--- config.mk ---
export PLATFORM = sky130hd
export DESIGN_NAME = lpif_dstrm_sched
export DESIGN_NICKNAME = d
export VERILOG_FILES = /design/src/rtl/lpif_sched_pkg.sv /design/src/rtl/lpif_rr_arb.sv /design/src/rtl/lpif_dstrm_sched.sv
export SDC_FILE = /design/constraint.sdc
export NUM_CORES = 1
export LEC_CHECK = 0
export ABC_AREA = 1
export CORE_AREA = 2 2 260 262
export CTS_BUF_LIST = sky130_fd_sc_hd__clkbuf_8
export DETAILED_ROUTE_END_ITERATION = 10
export DIE_AREA = 0 0 262 264
export PLACE_DENSITY = 0.39
export SLEW_MARGIN = 20
export SYNTH_ARGS = -nofsm -noshare
export SYNTH_HDL_FRONTEND = slang
export SYNTH_SLANG_ARGS = --single-unit
--- constraint.sdc ---
create_clock -name clk_wr -period 3.7 [get_ports clk_wr]
set_clock_uncertainty 0.2 [all_clocks]
set_input_delay 0.74 -clock clk_wr [delete_from_list [all_inputs] [get_ports clk_wr]]
set_output_delay 0.74 -clock clk_wr [all_outputs]
set_load 0.02 [all_outputs]
--- src/rtl/lpif_sched_pkg.sv ---
// Shared definitions for the LPIF downstream flit scheduler: link-state codes,
// scheduler FSM states and the CRC-4 (x^4+x+1) single-bit update.
package lpif_sched_pkg;

    localparam int unsigned IDX_W = 2;
    localparam int unsigned LS_W  = 4;
    localparam int unsigned CRC_W = 4;

    localparam logic [LS_W-1:0] RESET     = 4'h0;
    localparam logic [LS_W-1:0] ACTIVE    = 4'h1;
    localparam logic [LS_W-1:0] LINKRESET = 4'h9;

    typedef enum logic [0:0] {
        IDLE = 1'b0,
        LOCK = 1'b1
    } sched_state_e;

    // One MSB-first step of CRC-4, polynomial x^4+x+1.
    function automatic logic [CRC_W-1:0] crc4_bit(input logic [CRC_W-1:0] crc, input logic din);
        logic fb;
        fb = crc[CRC_W-1] ^ din;
        return {crc[CRC_W-2:0], 1'b0} ^ {2'b00, fb, fb};
    endfunction

endpackage

--- src/rtl/lpif_rr_arb.sv ---
// Combinational round-robin picker: first asserted request searching upward
// from ptr+1 (mod NUM_REQ); returns one-hot grant and binary index.
module lpif_rr_arb
    import lpif_sched_pkg::*;
#(
    parameter int unsigned NUM_REQ = 4
) (
    input  logic [NUM_REQ-1:0] req,
    input  logic [IDX_W-1:0]   ptr,
    output logic [NUM_REQ-1:0] gnt,
    output logic [IDX_W-1:0]   idx
);

    logic             found;
    logic [IDX_W-1:0] j;

    always_comb begin
        found = 1'b0;
        j     = '0;
        gnt   = '0;
        idx   = '0;
        for (int unsigned k = 1; k <= NUM_REQ; k++) begin
            j = IDX_W'((32'(ptr) + k) % NUM_REQ);
            if (!found && req[j]) begin
                found  = 1'b1;
                gnt[j] = 1'b1;
                idx    = j;
            end
        end
    end

endmodule

--- src/rtl/lpif_dstrm_sched.sv ---
// LPIF downstream flit scheduler: round-robin with packet locking onto the
// single dstrm_* lane. Optional CRC-4 generation under `LPIF_DSTRM_CRC_EN.
module lpif_dstrm_sched
    import lpif_sched_pkg::*;
#(
    parameter int unsigned NUM_REQ = 4,
    parameter int unsigned DATA_W  = 128
) (
    input  logic                      clk_wr,
    input  logic                      rst_wr_n,
    input  logic [LS_W-1:0]           link_state,
    input  logic [NUM_REQ-1:0]        req_valid,
    input  logic [NUM_REQ*DATA_W-1:0] req_data,
    input  logic [NUM_REQ-1:0]        req_last,
    output logic [NUM_REQ-1:0]        req_ready,
    input  logic                      tx_ready,
    output logic [LS_W-1:0]           dstrm_state,
    output logic [IDX_W-1:0]          dstrm_protid,
    output logic [DATA_W-1:0]         dstrm_data,
    output logic                      dstrm_dvalid,
    output logic [CRC_W-1:0]          dstrm_crc,
    output logic                      dstrm_crc_valid,
    output logic                      dstrm_valid,
    output logic                      busy
);

    sched_state_e       state_q, state_d;
    logic [IDX_W-1:0]   ptr_q, ptr_d;
    logic [IDX_W-1:0]   owner_q, owner_d;
    logic               busy_q;

    logic [NUM_REQ-1:0] owner_mask, arb_req, arb_gnt;
    logic [IDX_W-1:0]   arb_idx;
    logic               load_c, link_up_c, accept_c, last_c;
    logic [DATA_W-1:0]  sel_data;

    logic [LS_W-1:0]    lstate_q;
    logic [IDX_W-1:0]   protid_q;
    logic [DATA_W-1:0]  data_q;
    logic               dvalid_q, valid_q;

    assign load_c    = tx_ready | ~dvalid_q;
    assign link_up_c = (link_state == ACTIVE);

    // Winner's flit/last and the owner's request mask.
    always_comb begin
        sel_data   = '0;
        last_c     = 1'b0;
        owner_mask = '0;
        for (int unsigned i = 0; i < NUM_REQ; i++) begin
            owner_mask[i] = (owner_q == IDX_W'(i));
            if (arb_idx == IDX_W'(i)) begin
                sel_data = req_data[i*DATA_W +: DATA_W];
                last_c   = req_last[i];
            end
        end
    end

    assign arb_req = (state_q == LOCK) ? (req_valid & owner_mask) : req_valid;

    lpif_rr_arb #(.NUM_REQ(NUM_REQ)) u_arb (
        .req (arb_req),
        .ptr (ptr_q),
        .gnt (arb_gnt),
        .idx (arb_idx)
    );

    // valid_q qualifies grants so nothing is accepted while in reset.
    assign req_ready = arb_gnt & {NUM_REQ{load_c & link_up_c & valid_q}};
    assign accept_c  = |req_ready;

    // Next-state: lock on a non-last flit, release on owner's last or link reset.
    always_comb begin
        state_d = state_q;
        ptr_d   = ptr_q;
        owner_d = owner_q;
        case (state_q)
            IDLE: begin
                if (accept_c) begin
                    if (last_c) begin
                        ptr_d = arb_idx;
                    end else begin
                        state_d = LOCK;
                        owner_d = arb_idx;
                    end
                end
            end
            LOCK: begin
                if (link_state == RESET || link_state == LINKRESET) begin
                    state_d = IDLE;
                end else if (accept_c && last_c) begin
                    state_d = IDLE;
                    ptr_d   = owner_q;
                end
            end
            default: state_d = IDLE;
        endcase
    end

    always_ff @(posedge clk_wr or negedge rst_wr_n) begin
        if (!rst_wr_n) begin
            state_q <= IDLE;
            ptr_q   <= IDX_W'(NUM_REQ - 1);
            owner_q <= '0;
            busy_q  <= 1'b0;
        end else begin
            state_q <= state_d;
            ptr_q   <= ptr_d;
            owner_q <= owner_d;
            busy_q  <= (state_d == LOCK);
        end
    end

    // Output register: loads when empty or drained, otherwise holds.
    always_ff @(posedge clk_wr or negedge rst_wr_n) begin
        if (!rst_wr_n) begin
            lstate_q <= '0;
            valid_q  <= 1'b0;
            dvalid_q <= 1'b0;
            protid_q <= '0;
            data_q   <= '0;
        end else begin
            lstate_q <= link_state;
            valid_q  <= 1'b1;
            if (load_c) begin
                dvalid_q <= accept_c;
                if (accept_c) begin
                    data_q   <= sel_data;
                    protid_q <= arb_idx;
                end
            end
        end
    end

`ifdef LPIF_DSTRM_CRC_EN
    logic [CRC_W-1:0] crc_c, crc_q;

    always_comb begin
        crc_c = '0;
        for (int i = DATA_W - 1; i >= 0; i--) begin
            crc_c = crc4_bit(crc_c, sel_data[i]);
        end
    end

    always_ff @(posedge clk_wr or negedge rst_wr_n) begin
        if (!rst_wr_n) begin
            crc_q <= '0;
        end else if (load_c && accept_c) begin
            crc_q <= crc_c;
        end
    end

    assign dstrm_crc       = crc_q;
    assign dstrm_crc_valid = dvalid_q;
`else
    assign dstrm_crc       = '0;
    assign dstrm_crc_valid = 1'b0;
`endif

    assign dstrm_state  = lstate_q;
    assign dstrm_protid = protid_q;
    assign dstrm_data   = data_q;
    assign dstrm_dvalid = dvalid_q;
    assign dstrm_valid  = valid_q;
    assign busy         = busy_q;

endmodule

== Word level (Yosys, flattened, before mapping) ==
Index checks and enable logic that the tools add are counted.

* Bits in registers: 141
* Input bits: 527

* Multiplexer cells: 46
* Order comparisons: 8
* Reduce and logical (&&, ||, !) cells: 19
* $add $sub $neg: 4
* Bitwise gates (word level): 11
* Equal/unequal tests: 12

{| class="wikitable"
|+ Operators by type and width
! cell !! number
|-
| two-way mux 128 bit || 4
|-
| two-way mux 4 bit || 5
|-
| two-way mux 1 bit || 19
|-
| two-way mux 2 bit || 8
|-
| < comparator 2 x 3 -> 1 bit (second input constant) || 4
|-
| bitwise OR 4 bit || 3
|-
| bitwise AND 4 bit || 2
|-
| binary-select mux 1 bit (select 2 bit) || 4
|-
| demux 1 bit (select 2 bit) || 4
|-
| equality test 2 bit (second input constant) || 4
|-
| greater-or-equal comparator 2 x 1 -> 1 bit (second input constant) || 4
|-
| logical AND 1 bit || 8
|-
| != test 2 bit (second input constant) || 3
|-
| adder 2 x 1 -> 2 bit (second input constant) || 2
|-
| adder 2 bit (second input constant) || 2
|-
| equality test 2 x 1 -> 1 bit (second input constant) || 2
|-
| equality test 4 x 1 -> 1 bit (second input constant) || 1
|-
| equality test 4 bit (second input constant) || 1
|-
| zero test 2 bit || 2
|-
| zero test 4 bit || 1
|-
| case mux 2 bit (2 select lines) || 1
|-
| AND reduction 4 bit || 1
|-
| OR reduction 4 bit || 1
|-
| zero test 1 bit || 3
|-
| other kinds (8) || 11
|}

== Logic depth before layout (Yosys ltp) ==
* Depth after elaboration: 24
* Depth in mapped cells: 19
* Mapped depth without buffers: 18

== Hierarchy ==
Synthesis repeated with hierarchy kept, for this count alone.

* Cells, all modules: 1409
* Area total of the unflattened synthesis: 8992.4 µm²

{| class="wikitable"
|+ Modules (own cells, without submodules)
! module !! cells an instance !! area an instance (µm²) !! instances
|-
| lpif_dstrm_sched || 1334 || 8518.2 || 1
|-
| lpif_rr_arb || 75 || 474.2 || 1
|}

== Worst setup path before layout ==
Ideal clock, no wire load.

* Kind: reg2out
* Start: register ptr_q[0]
* End: output req_ready[2]
* Required time: 2.760 ns
* Arrival time: 1.971 ns
* Slack: 0.789 ns
* Cell stages (with the launch flop): 12
* Path through: dfstp_2 buf_4 inv_2 ha_1 inv_1 nand3_1 nand2_2 nor2_4 nand4_1 nand2_1 nand2_1 inv_1

* Word-level cells in the longest chain between the ends: 14
* Elaborated cells on any way between the ends: 49
* Classes of those cells: add/sub (4); order compare (8); mux (23); bitwise (4); reduce/logical (10)

{| class="wikitable"
|+ RTL lines
! element !! line !! text
|-
| start: declaration || lpif_dstrm_sched.sv:28 || <nowiki>logic [IDX_W-1:0] ptr_q, ptr_d;</nowiki>
|-
| start signal: assignment || lpif_dstrm_sched.sv:103 || <nowiki>ptr_q <= IDX_W'(NUM_REQ - 1);</nowiki>
|-
| start signal: assignment || lpif_dstrm_sched.sv:108 || <nowiki>ptr_q <= ptr_d;</nowiki>
|-
| parallel branches: the longest is 12 deep, another holds < comparator 2 x 3 -> 1 bit || - ||
|-
| two-way mux 4 bit * || lpif_rr_arb.sv:24 || <nowiki>if (!found && req[j]) begin</nowiki>
|-
| bitwise AND 4 bit * || lpif_dstrm_sched.sv:69 || <nowiki>assign req_ready = arb_gnt & {NUM_REQ{load_c & link_up_c & valid_q}};</nowiki>
|-
| end: declaration || lpif_dstrm_sched.sv:15 || <nowiki>output logic [NUM_REQ-1:0] req_ready,</nowiki>
|}

Mark *: on every way between the ends. The select of a mux whose other input is x is not followed.

== Worst setup path after layout ==
* Start: register ptr_q[1]
* End: output req_ready[1]

Same word-level chain as after synthesis.

==> metrics.yaml <==
grt_antenna_before_repair: 2
avgSynthCellArea_um2: 6.47
synth-simple-area-share_pct: 52.6
powerDensity_nw_per_um2: 895
synthMuxAreaShare_pct: 0
drv_cap: 0
whs_path_depth: 2
synth_fa_ha_area_share_pct: 1.09
synthTopCellsByCount: "nand2_1, nand4_1, dfrtp_1, buf_4, buf_2"
fp-row-count: 95
synth_ff_type: "dfrtp_1"
synth_cells: 1424
rsz0062_at_grt: "false"
cp_slowest_cell: "dfstp_2"
setup_violations: 0
grt_max_degree: 77
synthArstFlopShare_pct: 100
routed_wl_um: 50700
fin_crit_ns: 3.41
synth_area_leaders: "nand2_1, dfrtp_1, nand4_1, buf_4, buf_2"
hpwl_um: 39400
nets: 2602
die_x_um: 262
yosys_register_bits: 141
synth_enable_flop_cells: 0
hold_viol: 0
stdcell_count: 2953
clock_path_buffers: 2
clock_latency_ns: 0.54
max_stage_delay_ns: 0.56
drc: 0
yosys.area.top_type: "nand2_1"
cp.required_ns: 2.76
hold_slack_ns: 0.281
synth_compound_area_share_pct: 0.516
synth.distinct_cells: 26
worst-path-max-fanout: 6
grt_pass1_wl_um: 73600
leakagePower_uw: 0.00766
max_freq_mhz: 293
worstPathArrival_ns: 2.47
r2r_setup_slack_ns: 0.63
synthXorXnorAreaFrac_pct: 0.0950
post-route-period-util_pct: 92.3
fillers: 7308
seq_area_frac_synth_pct: 38.3
area_growth_syn_to_layout_pct: 89.5
cts_tree: "built"
drt_iter0_markers: 517
place.gp.congestion: 0.847
via_per_inst: 3.96
cts.sink_count: 141
dr.pass1.iters: 4
cp-start-kind: "flop"
die-area_um2: 69200
grt_pass1_vias: 12000
setup_tns_ns: 0
path_clk_slew_ns: 0.08
dr_total_vias: 11700
grt_overflow: 0
synth_top_family_by_area: "simple AND/OR/NAND/NOR gates"
yosys_warnings: 0
synth_area_um2: 9220
hold_class: "reg2reg"
start_util_pct: 13.9
drive_gt1_share_pct: 5.49
synth.most_common_cell: "nand2_1"
cts-root-buf: "clkbuf_8"
worstMarginPinSlew_ns: 0.602
synth_top_area_share_pct: 38.6
path_class: "reg2out"
port_buffers: 667
core_um2: 66600
worstRegToRegCells: 16
endpoint_kind: "output pin"
cts_max_level: 4
wl_per_cell_um: 17.2
ant_nets: 0
numCtsBuffers: 17
ir_drop_uv: 1050
pin_count: 673
dpl.cell_count: 2916
grt.total_usage_pct: 14.3
die_h_um: 264
outcome: "finished clean"
slew_violations: 0
slew_headroom_pct: 59.9
worstPathCellList: "clkinvlp_4, ha_4, inv_1, nand3_1, nand2_2, nor2_4, nand4_1, nand2_1, nand2_1, inv_1, buf_2"
==> worst paths after layout <==
kind / from / to
worst max-delay path: ptr_q[1] / req_ready[1]
worst min-delay path: dstrm_data[50] / dstrm_data[50]
worst max register to register: ptr_q[1] / dstrm_data[123]
worst min register to register: dstrm_data[50] / dstrm_data[50]
max in group asynchronous: rst_wr_n / ptr_q[1]
min in group asynchronous: rst_wr_n / dstrm_data[13]
==> final cells by class <==
cell class / count / area, um2 / area share, %
antenna: 2 / 5.00 / 0.0286
clock buffer: 19 / 262 / 1.50
clock inverter: 11 / 239 / 1.37
inverter: 23 / 97.6 / 0.559
multi-input combinational: 1173 / 5040 / 28.8
sequential: 141 / 3530 / 20.2
tap: 873 / 1090 / 6.25
timing repair buffer: 711 / 7200 / 41.2
==> logic make-up after synthesis <==
group                      count (synthesis)
AOI/OAI and AO/OA                          9
xor gates and xnor gates                   1
adders and majority gates                  8
buffers and inverters                    114
DFF                                      141
other                                      2
and+or+nand+nor                         1149
==> per-layer routing <==
layer  routed length (um)  global-route usage [%]  vias to the layer above
met5                    0                       0                        -
met4                 1310                    5.42                        0
met3                 3780                    4.03                       58
met2                25800                    25.5                      466
met1                19800                    15.8                     5367
li1                     -                       -                     5796
==> registers in the layout (all words and copies together), names as in the netlist <==
name          cells
dstrm_dvalid      1
dstrm_data      128
owner_q           2
ptr_q             2
dstrm_state       4
dstrm_valid       1
dstrm_protid      2
busy              1
==> where the power goes <==
part	internal [uW]	leakage, uW	switching (uW)
combinational	4290	0.00560	7240
clock	966	0.000250	688
sequential	2120	0.00181	340
total	7370	0.00766	8270
==> worst max-delay path: cells and delay by family (launching register included) <==
family | cells | cell delay (ns)
adders and majority gates | 1 | 0.30
buffers and inverters | 4 | 0.41
DFF | 1 | 0.56
and+or+nand+nor | 6 | 0.67
==> metrics by stage <==
step | total power (uW) | util, % | worst slack (ns) | cell area, um2
5_1_grt | 17100 | 26.2 | 0.0471 | 17500
4_1_cts | 16100 | 26.2 | 0.0455 | 17500
3_5_place_dp | 14200 | 25.4 | -0.00155 | 16900
3_3_place_gp | 14300 | 25.4 | 0.0270 | 16900
6_report | 15600 | 26.2 | 0.286 | 17500
2_1_floorplan | 9350 | - | 0.789 | 9240
==> cell usage in the layout (no fill, tap or decap), drive strengths merged <==
cell,n
diode,2
nor4b,1
clkinv,1
buf,48
a21oi,1
xor2,1
dlygate4sd3,1
clkbuf,19
dfrtp,139
conb,6
nor2,20
dfstp,2
clkdlybuf4s50,662
bufinv,7
nand3,29
ha,8
clkinvlp,2
inv,24
o21bai,1
o21ai,7
nand2,959
nand4,140
==> timing repair <==
| item | CTS | global route |
|---|---|---|
| endpoints found under the setup margin | 4 | 4 |
| hold endpoints to repair | 51 | 0 |
| resized for setup | 13 | 6 |
| hold buffers | 1 | 0 |
| buffers inserted | 0 | 4 |
| pin swaps | 0 | 1 |
Note: power is estimated with default switching activity, not from simulation.
